--- src/rtl/memory_arbiter_if.sv ---
// Bus bundle between the fetch requester, the load/store requester and the
// shared memory port; the arbiter uses the master view.
interface memory_arbiter_if #(
  parameter int DATA_SIZE = 32,
  parameter int BYTE_NUM  = DATA_SIZE / 8
);
  logic                 inst_rd_en;
  logic [DATA_SIZE-1:0] inst_addr;
  logic [DATA_SIZE-1:0] inst_rd_dat;
  logic                 inst_ack;

  logic                 data_rd_en;
  logic                 data_wr_en;
  logic [DATA_SIZE-1:0] data_addr;
  logic [DATA_SIZE-1:0] data_wr_dat;
  logic [BYTE_NUM-1:0]  data_byte_en;
  logic [DATA_SIZE-1:0] data_rd_dat;
  logic                 data_ack;

  logic                 mem_rd_en;
  logic                 mem_wr_en;
  logic [DATA_SIZE-1:0] mem_addr;
  logic [DATA_SIZE-1:0] mem_wr_dat;
  logic [BYTE_NUM-1:0]  mem_byte_en;
  logic [DATA_SIZE-1:0] mem_rd_dat;
  logic                 mem_ack;

  modport master (
    input  inst_rd_en, inst_addr,
    output inst_rd_dat, inst_ack,
    input  data_rd_en, data_wr_en, data_addr, data_wr_dat, data_byte_en,
    output data_rd_dat, data_ack,
    output mem_rd_en, mem_wr_en, mem_addr, mem_wr_dat, mem_byte_en,
    input  mem_rd_dat, mem_ack
  );

  modport slave (
    output inst_rd_en, inst_addr,
    input  inst_rd_dat, inst_ack,
    output data_rd_en, data_wr_en, data_addr, data_wr_dat, data_byte_en,
    input  data_rd_dat, data_ack,
    input  mem_rd_en, mem_wr_en, mem_addr, mem_wr_dat, mem_byte_en,
    output mem_rd_dat, mem_ack
  );
endinterface

--- src/rtl/memory_arbiter.sv ---
// Two-requester arbiter (fetch, load/store) onto one memory port.
// Define MEMORY_ARBITER_ROUND_ROBIN_EN for alternating priority; default is data-first.
module memory_arbiter #(
  parameter int DATA_SIZE = 32,
  parameter int BYTE_NUM  = DATA_SIZE / 8
) (
  input  logic              clock,
  input  logic              reset,
  memory_arbiter_if.master  bus
);

  localparam logic [DATA_SIZE-1:0] ZERO_DAT  = '0;
  localparam logic [BYTE_NUM-1:0]  ZERO_BEN  = '0;
  localparam logic [BYTE_NUM-1:0]  ALL_BYTES = '1;

  typedef enum logic [1:0] {
    IDLE      = 2'd0,
    INST_BUSY = 2'd1,
    DATA_BUSY = 2'd2,
    DONE      = 2'd3
  } state_t;

  state_t state;
  logic   inst_req;
  logic   data_req;
  logic   grant_data;
  logic   prio_inst;

  assign inst_req   = bus.inst_rd_en;
  assign data_req   = bus.data_rd_en | bus.data_wr_en;
  assign grant_data = data_req & (~inst_req | ~prio_inst);

`ifdef MEMORY_ARBITER_ROUND_ROBIN_EN
  // Pointer flips away from whoever just completed; 0 means data-first.
  always_ff @(posedge clock or negedge reset) begin
    if (!reset) begin
      prio_inst <= 1'b0;
    end else if (bus.mem_ack) begin
      if (state == DATA_BUSY)
        prio_inst <= 1'b1;
      else if (state == INST_BUSY)
        prio_inst <= 1'b0;
    end
  end
`else
  assign prio_inst = 1'b0;
`endif

  // The mem_* output registers double as the latched request registers.
  always_ff @(posedge clock or negedge reset) begin
    if (!reset) begin
      state           <= IDLE;
      bus.mem_rd_en   <= 1'b0;
      bus.mem_wr_en   <= 1'b0;
      bus.mem_addr    <= ZERO_DAT;
      bus.mem_wr_dat  <= ZERO_DAT;
      bus.mem_byte_en <= ZERO_BEN;
    end else begin
      case (state)
        IDLE: begin
          if (grant_data) begin
            state           <= DATA_BUSY;
            bus.mem_rd_en   <= ~bus.data_wr_en;
            bus.mem_wr_en   <= bus.data_wr_en;
            bus.mem_addr    <= bus.data_addr;
            bus.mem_wr_dat  <= bus.data_wr_dat;
            bus.mem_byte_en <= bus.data_byte_en;
          end else if (inst_req) begin
            state           <= INST_BUSY;
            bus.mem_rd_en   <= 1'b1;
            bus.mem_wr_en   <= 1'b0;
            bus.mem_addr    <= bus.inst_addr;
            bus.mem_wr_dat  <= ZERO_DAT;
            bus.mem_byte_en <= ALL_BYTES;
          end
        end
        INST_BUSY, DATA_BUSY: begin
          if (bus.mem_ack) begin
            state           <= DONE;
            bus.mem_rd_en   <= 1'b0;
            bus.mem_wr_en   <= 1'b0;
            bus.mem_addr    <= ZERO_DAT;
            bus.mem_wr_dat  <= ZERO_DAT;
            bus.mem_byte_en <= ZERO_BEN;
          end
        end
        DONE: begin
          state <= IDLE;
        end
        default: begin
          state <= IDLE;
        end
      endcase
    end
  end

  // Ack and read data are steered to the owner in the same cycle as mem_ack.
  always_comb begin
    bus.inst_ack    = 1'b0;
    bus.data_ack    = 1'b0;
    bus.inst_rd_dat = ZERO_DAT;
    bus.data_rd_dat = ZERO_DAT;
    if (state == INST_BUSY) begin
      bus.inst_ack    = bus.mem_ack;
      bus.inst_rd_dat = bus.mem_rd_dat;
    end
    if (state == DATA_BUSY) begin
      bus.data_ack    = bus.mem_ack;
      bus.data_rd_dat = bus.mem_rd_dat;
    end
  end

endmodule

--- src/flat_wrapper.sv ---
// flat-port wrapper written by rule: the top's interface ports become plain ports
module memory_arbiter_flat 
#(
  parameter int DATA_SIZE = 32,
  parameter int BYTE_NUM  = DATA_SIZE / 8
)
  (clock, reset, bus_inst_rd_en, bus_inst_addr, bus_inst_rd_dat, bus_inst_ack, bus_data_rd_en, bus_data_wr_en, bus_data_addr, bus_data_wr_dat, bus_data_byte_en, bus_data_rd_dat, bus_data_ack, bus_mem_rd_en, bus_mem_wr_en, bus_mem_addr, bus_mem_wr_dat, bus_mem_byte_en, bus_mem_rd_dat, bus_mem_ack);
  memory_arbiter_if #(.DATA_SIZE(DATA_SIZE), .BYTE_NUM(BYTE_NUM)) bus_i ();
  input  logic clock;
  input  logic reset;
  input wire logic [$bits(bus_i.inst_rd_en)-1:0] bus_inst_rd_en;
  input wire logic [$bits(bus_i.inst_addr)-1:0] bus_inst_addr;
  output wire logic [$bits(bus_i.inst_rd_dat)-1:0] bus_inst_rd_dat;
  output wire logic [$bits(bus_i.inst_ack)-1:0] bus_inst_ack;
  input wire logic [$bits(bus_i.data_rd_en)-1:0] bus_data_rd_en;
  input wire logic [$bits(bus_i.data_wr_en)-1:0] bus_data_wr_en;
  input wire logic [$bits(bus_i.data_addr)-1:0] bus_data_addr;
  input wire logic [$bits(bus_i.data_wr_dat)-1:0] bus_data_wr_dat;
  input wire logic [$bits(bus_i.data_byte_en)-1:0] bus_data_byte_en;
  output wire logic [$bits(bus_i.data_rd_dat)-1:0] bus_data_rd_dat;
  output wire logic [$bits(bus_i.data_ack)-1:0] bus_data_ack;
  output wire logic [$bits(bus_i.mem_rd_en)-1:0] bus_mem_rd_en;
  output wire logic [$bits(bus_i.mem_wr_en)-1:0] bus_mem_wr_en;
  output wire logic [$bits(bus_i.mem_addr)-1:0] bus_mem_addr;
  output wire logic [$bits(bus_i.mem_wr_dat)-1:0] bus_mem_wr_dat;
  output wire logic [$bits(bus_i.mem_byte_en)-1:0] bus_mem_byte_en;
  input wire logic [$bits(bus_i.mem_rd_dat)-1:0] bus_mem_rd_dat;
  input wire logic [$bits(bus_i.mem_ack)-1:0] bus_mem_ack;
  assign bus_i.inst_rd_en = bus_inst_rd_en;
  assign bus_i.inst_addr = bus_inst_addr;
  assign bus_inst_rd_dat = bus_i.inst_rd_dat;
  assign bus_inst_ack = bus_i.inst_ack;
  assign bus_i.data_rd_en = bus_data_rd_en;
  assign bus_i.data_wr_en = bus_data_wr_en;
  assign bus_i.data_addr = bus_data_addr;
  assign bus_i.data_wr_dat = bus_data_wr_dat;
  assign bus_i.data_byte_en = bus_data_byte_en;
  assign bus_data_rd_dat = bus_i.data_rd_dat;
  assign bus_data_ack = bus_i.data_ack;
  assign bus_mem_rd_en = bus_i.mem_rd_en;
  assign bus_mem_wr_en = bus_i.mem_wr_en;
  assign bus_mem_addr = bus_i.mem_addr;
  assign bus_mem_wr_dat = bus_i.mem_wr_dat;
  assign bus_mem_byte_en = bus_i.mem_byte_en;
  assign bus_i.mem_rd_dat = bus_mem_rd_dat;
  assign bus_i.mem_ack = bus_mem_ack;
  memory_arbiter #(.DATA_SIZE(DATA_SIZE), .BYTE_NUM(BYTE_NUM)) u_core (.clock(clock), .reset(reset), .bus(bus_i));
endmodule
--- config.mk ---
export PLATFORM = sky130hd
export DESIGN_NAME = memory_arbiter_flat
export DESIGN_NICKNAME = d
export VERILOG_FILES = /design/src/rtl/memory_arbiter_if.sv /design/src/rtl/memory_arbiter.sv /design/src/flat_wrapper.sv
export SDC_FILE = /design/constraint.sdc
export NUM_CORES = 1
export LEC_CHECK = 0
export BUFFER_PORTS_ARGS = -buffer_cell sky130_fd_sc_hd__buf_2
export CORE_ASPECT_RATIO = 0.9
export CORE_MARGIN = 2
export CORE_UTILIZATION = 37
export DETAILED_ROUTE_END_ITERATION = 10
export PLACE_DENSITY = 0.87
export SLEW_MARGIN = 20
export SYNTH_ARGS = -nofsm -noshare
export SYNTH_HDL_FRONTEND = slang
export SYNTH_SLANG_ARGS = --single-unit
export TNS_END_PERCENT = 30
--- constraint.sdc ---
create_clock -name clock -period 1.7 [get_ports clock]
set_input_delay 0.17 -clock clock [delete_from_list [all_inputs] [get_ports clock]]
set_output_delay 0.17 -clock clock [all_outputs]
set_load 0.01 [all_outputs]
==> out/qor.txt <==
Clock net sink count - 72
Min cycle time layout - 1.74 ns
CTS tree - done
Pin count of the biggest net entering global routing - 73
Setup crit start kind - flip-flop
Total power draw - 0.0107 W
Flop pwr share - 26.8%
DP HPWL - 8660 um
Final Cell Area - 0.00574 mm2
Share of the synthesized area in the top cell type - 47.3%
Num rows - 35
Fraction of layout cells with a size suffix above 1 - 53.0%
Die extent in y - 100 um
Least-Margin Pin Slew - 0.442 ns
Setup slack, reg-to-reg - -0.04 ns
Placed cell count - 717
H-tree lvl count - 3
RSZ-0062 raised after global routing - true
Setup TNS - -0.484 ns
Hold EP - u_core.bus.mem_addr[28]$_DFFE_PN0P_
CP endpoint kind - flip-flop
Clk slew on worst S/H paths - 0.06 ns
Pwr/cell area - 1870 mW/mm2
Slew Limit Headroom - 70.5%
Grt total ovfl - 0
Area delta synth->final - 50.5%
Routed vias/inst - 4.95
MaxCap Viol Count - 0
Pre-antenna DRT Iters - 4
Clock share of power - 15.3%
Worst R2R Path Depth - 6
Slowest-stage cell, CP - or4b_4
Clock root buffer - clkbuf_16
Synthesized net count - 478
Failing checks - setup timing
Cell Int Power - 0.00636 W
Vias in the first global route - 3616
Start of the worst register-to-register path - u_core.state[1]$_DFFE_PN0P_
Outcome - complete, but fails checks
Global-route wire length before repair - 17900 um
Final hold vios - 0
Antenna-violating nets left - 0
Sw Ratio - 40.6%
Global placer's final weighted congestion - 0.984
Initial core utilization - 37.7%
DR iter-0 viols - 134
Nets@finish - 745
Max stage delay on crit path - 0.49 ns
Register area - 0.00180 mm2
RR Endpoint - u_core.bus.mem_addr[9]$_DFFE_PN0P_
ANT cells - 0
Seq/Total Area, Yosys - 47.3%
Critical Path AT - 1.97 ns
Worst Hold Class - primary input to flip-flop
Cells after Synth - 335
Setup WS pre-CTS - -0.0731 ns
Number of flops mapped to enable cells by yosys - 0
# DRC - 0
DIE WIDTH - 111 um
Core Footprint - 0.0101 mm2
Initial antenna violation count - 0
Routed vias - 3626
Combinational share of power - 57.9%
Setup ws final - -0.0354 ns
Crit path max fanout - 17
Die area - 0.0111 mm2
Final setup fails - 42
Leak Pwr - 3.25 nW
Top-count cell post-synth - dfrtp_1
Cells along the critical path - inv_2 -> ha_4 -> or4b_4 -> nand3b_4 -> buf_6 -> o2bb2ai_1
Drt wl/cell - 16.1 um
Top cells by count, synth - dfrtp_1 (72), and2_1 (66), mux2i_1 (37)
Fill cell count - 849
Total wire length - 11800 um
P_sw - 0.00435 W
Fmax - 0.576 GHz
Unique masters post-synth - 23
Most common flop cell mapped by yosys - dfrtp_1
Max Root-Sink Buffers - 2
Fin Clk Skew - 0.00715 ns
Fraction of registers with async set/reset - 100%
Avg Inst Size Synth - 11.4 um2
Peak VDD IR - 1.01 mV
Yosys reg bits - 72
Worst skew pair latency - 0.32 ns
Area contributors post-synth - dfrtp_1 (47%), and2_1 (11%), mux2i_1 (9.7%)
Non-Filler Instances - 733
Multi-input logic area - 0.00190 mm2
Cts bufs inserted - 9
Cells on Worst Hold Path - 3
Max Slew Vio Count - 0
# port buffers - 273
I/O pin total - 274
GRT Overall Usage - 19.9%
YS warnings - 0
Post-DP Area - 0.00533 mm2
Worst path required time - 1.94 ns
Area leader, netlist - dfrtp_1
Final worst path period share - 102%
Post-Syn Area - 0.00381 mm2
Worst Hold Launch - bus_data_addr[28]
Post-CTS setup buffer count - 0
Critical path type - flip-flop to flip-flop
==> flip-flops by register name, indices dropped and copies added, names as in the netlist <==
signal	flops
u_core.bus.mem_wr_en	1
u_core.bus.mem_byte_en	4
u_core.bus.mem_rd_en	1
u_core.state	2
u_core.bus.mem_wr_dat	32
u_core.bus.mem_addr	32
==> power by group through the flow <==
stage,combinational [W],sequential [W],clock [W]
floorplan,0.00332,0.00317,0
global placement,0.00550,0.00283,0
detailed placement,0.00571,0.00286,0
CTS,0.00579,0.00285,0.00168
global route,0.00670,0.00296,0.00177
finish,0.00620,0.00287,0.00164
==> how the worst max path moves through the flow <==
stage | cells past startpoint | slack, ns | end | startpoint
after floorplan | 7 | -0.003 | u_core.bus.mem_addr[10]$_DFFE_PN0P_ | u_core.state[0]$_DFFE_PN0P_
after global placement | 6 | -0.05 | u_core.bus.mem_wr_dat[12]$_DFFE_PN0P_ | u_core.state[1]$_DFFE_PN0P_
after detailed placement | 6 | -0.07 | u_core.bus.mem_wr_dat[15]$_DFFE_PN0P_ | u_core.state[1]$_DFFE_PN0P_
after CTS | 6 | -0.08 | u_core.bus.mem_byte_en[0]$_DFFE_PN0P_ | u_core.state[1]$_DFFE_PN0P_
after global routing | 6 | -0.1 | u_core.bus.mem_addr[9]$_DFFE_PN0P_ | u_core.state[0]$_DFFE_PN0P_
final | 6 | -0.04 | u_core.bus.mem_addr[9]$_DFFE_PN0P_ | u_core.state[1]$_DFFE_PN0P_
==> logic make-up after synthesis <==
| kind of cell | after synthesis | share of synthesized area (%) |
|---|---|---|
| AND/OR/NAND/NOR | 108 | 20.4 |
| AO/OA/AOI/OAI | 73 | 15.2 |
| flip-flops | 72 | 47.3 |
| buffers and inverters | 39 | 5.35 |
| multiplexers | 38 | 10.1 |
| adder cells (fa/ha/maj) | 5 | 1.64 |
==> cells in the final DEF, fill, tap and decap left out, types with 3 or more instances in the layout <==
cell type / count
clkbuf_16: 11
ha_4: 3
nor4b_1: 33
a21oi_1: 3
inv_1: 4
dfrtp_1: 72
buf_12: 5
and2_1: 65
o2bb2ai_2: 7
o21bai_1: 4
o2bb2ai_1: 25
mux2i_1: 37
buf_2: 273
a21o_1: 34
buf_4: 6
==> critical path, delay by kind of cell, from the launching register on <==
| kind | cells | cell delay (ns) |
|---|---|---|
| compound gates | 1 | 0.14 |
| flops | 1 | 0.39 |
| fa+ha+maj | 1 | 0.14 |
| buf+inv | 2 | 0.29 |
| simple gates | 2 | 0.69 |
==> through the flow <==
stage	util, %	hold WS [ns]
floorplan	-	-0.126
global placement	52.7	0.221
detailed placement	52.7	0.229
CTS	55.5	0.115
global route	56.7	0.128
finish	56.7	0.120
==> per-layer routing <==
| metal | track usage (%) | up-vias | routed length, um |
|---|---|---|---|
| met5 | 0 | - | 0 |
| li1 | - | 1728 | - |
| met1 | 23.1 | 1736 | 4710 |
| met3 | 4.95 | 15 | 681 |
| met4 | 6.83 | 0 | 209 |
| met2 | 36.3 | 147 | 6170 |
==> timing repair <==
| action | CTS | global route |
|---|---|---|
| pin swaps | 0 | 13 |
| hold buffers | 1 | 0 |
| endpoints found under the hold margin | 72 | 0 |
| gates cloned | 0 | 2 |
| setup endpoints to repair | 113 | 137 |
| gates resized for setup | 5 | 15 |
==> layout make-up <==
class,instances,share of cell area [%]
timing repair buffer,289,27.9
tap,129,2.81
clock inverter,4,0.436
multi-input combinational,224,33.2
inverter,6,0.393
sequential,72,31.4
clock buffer,9,3.93
Power figures use the tool's default switching activity.
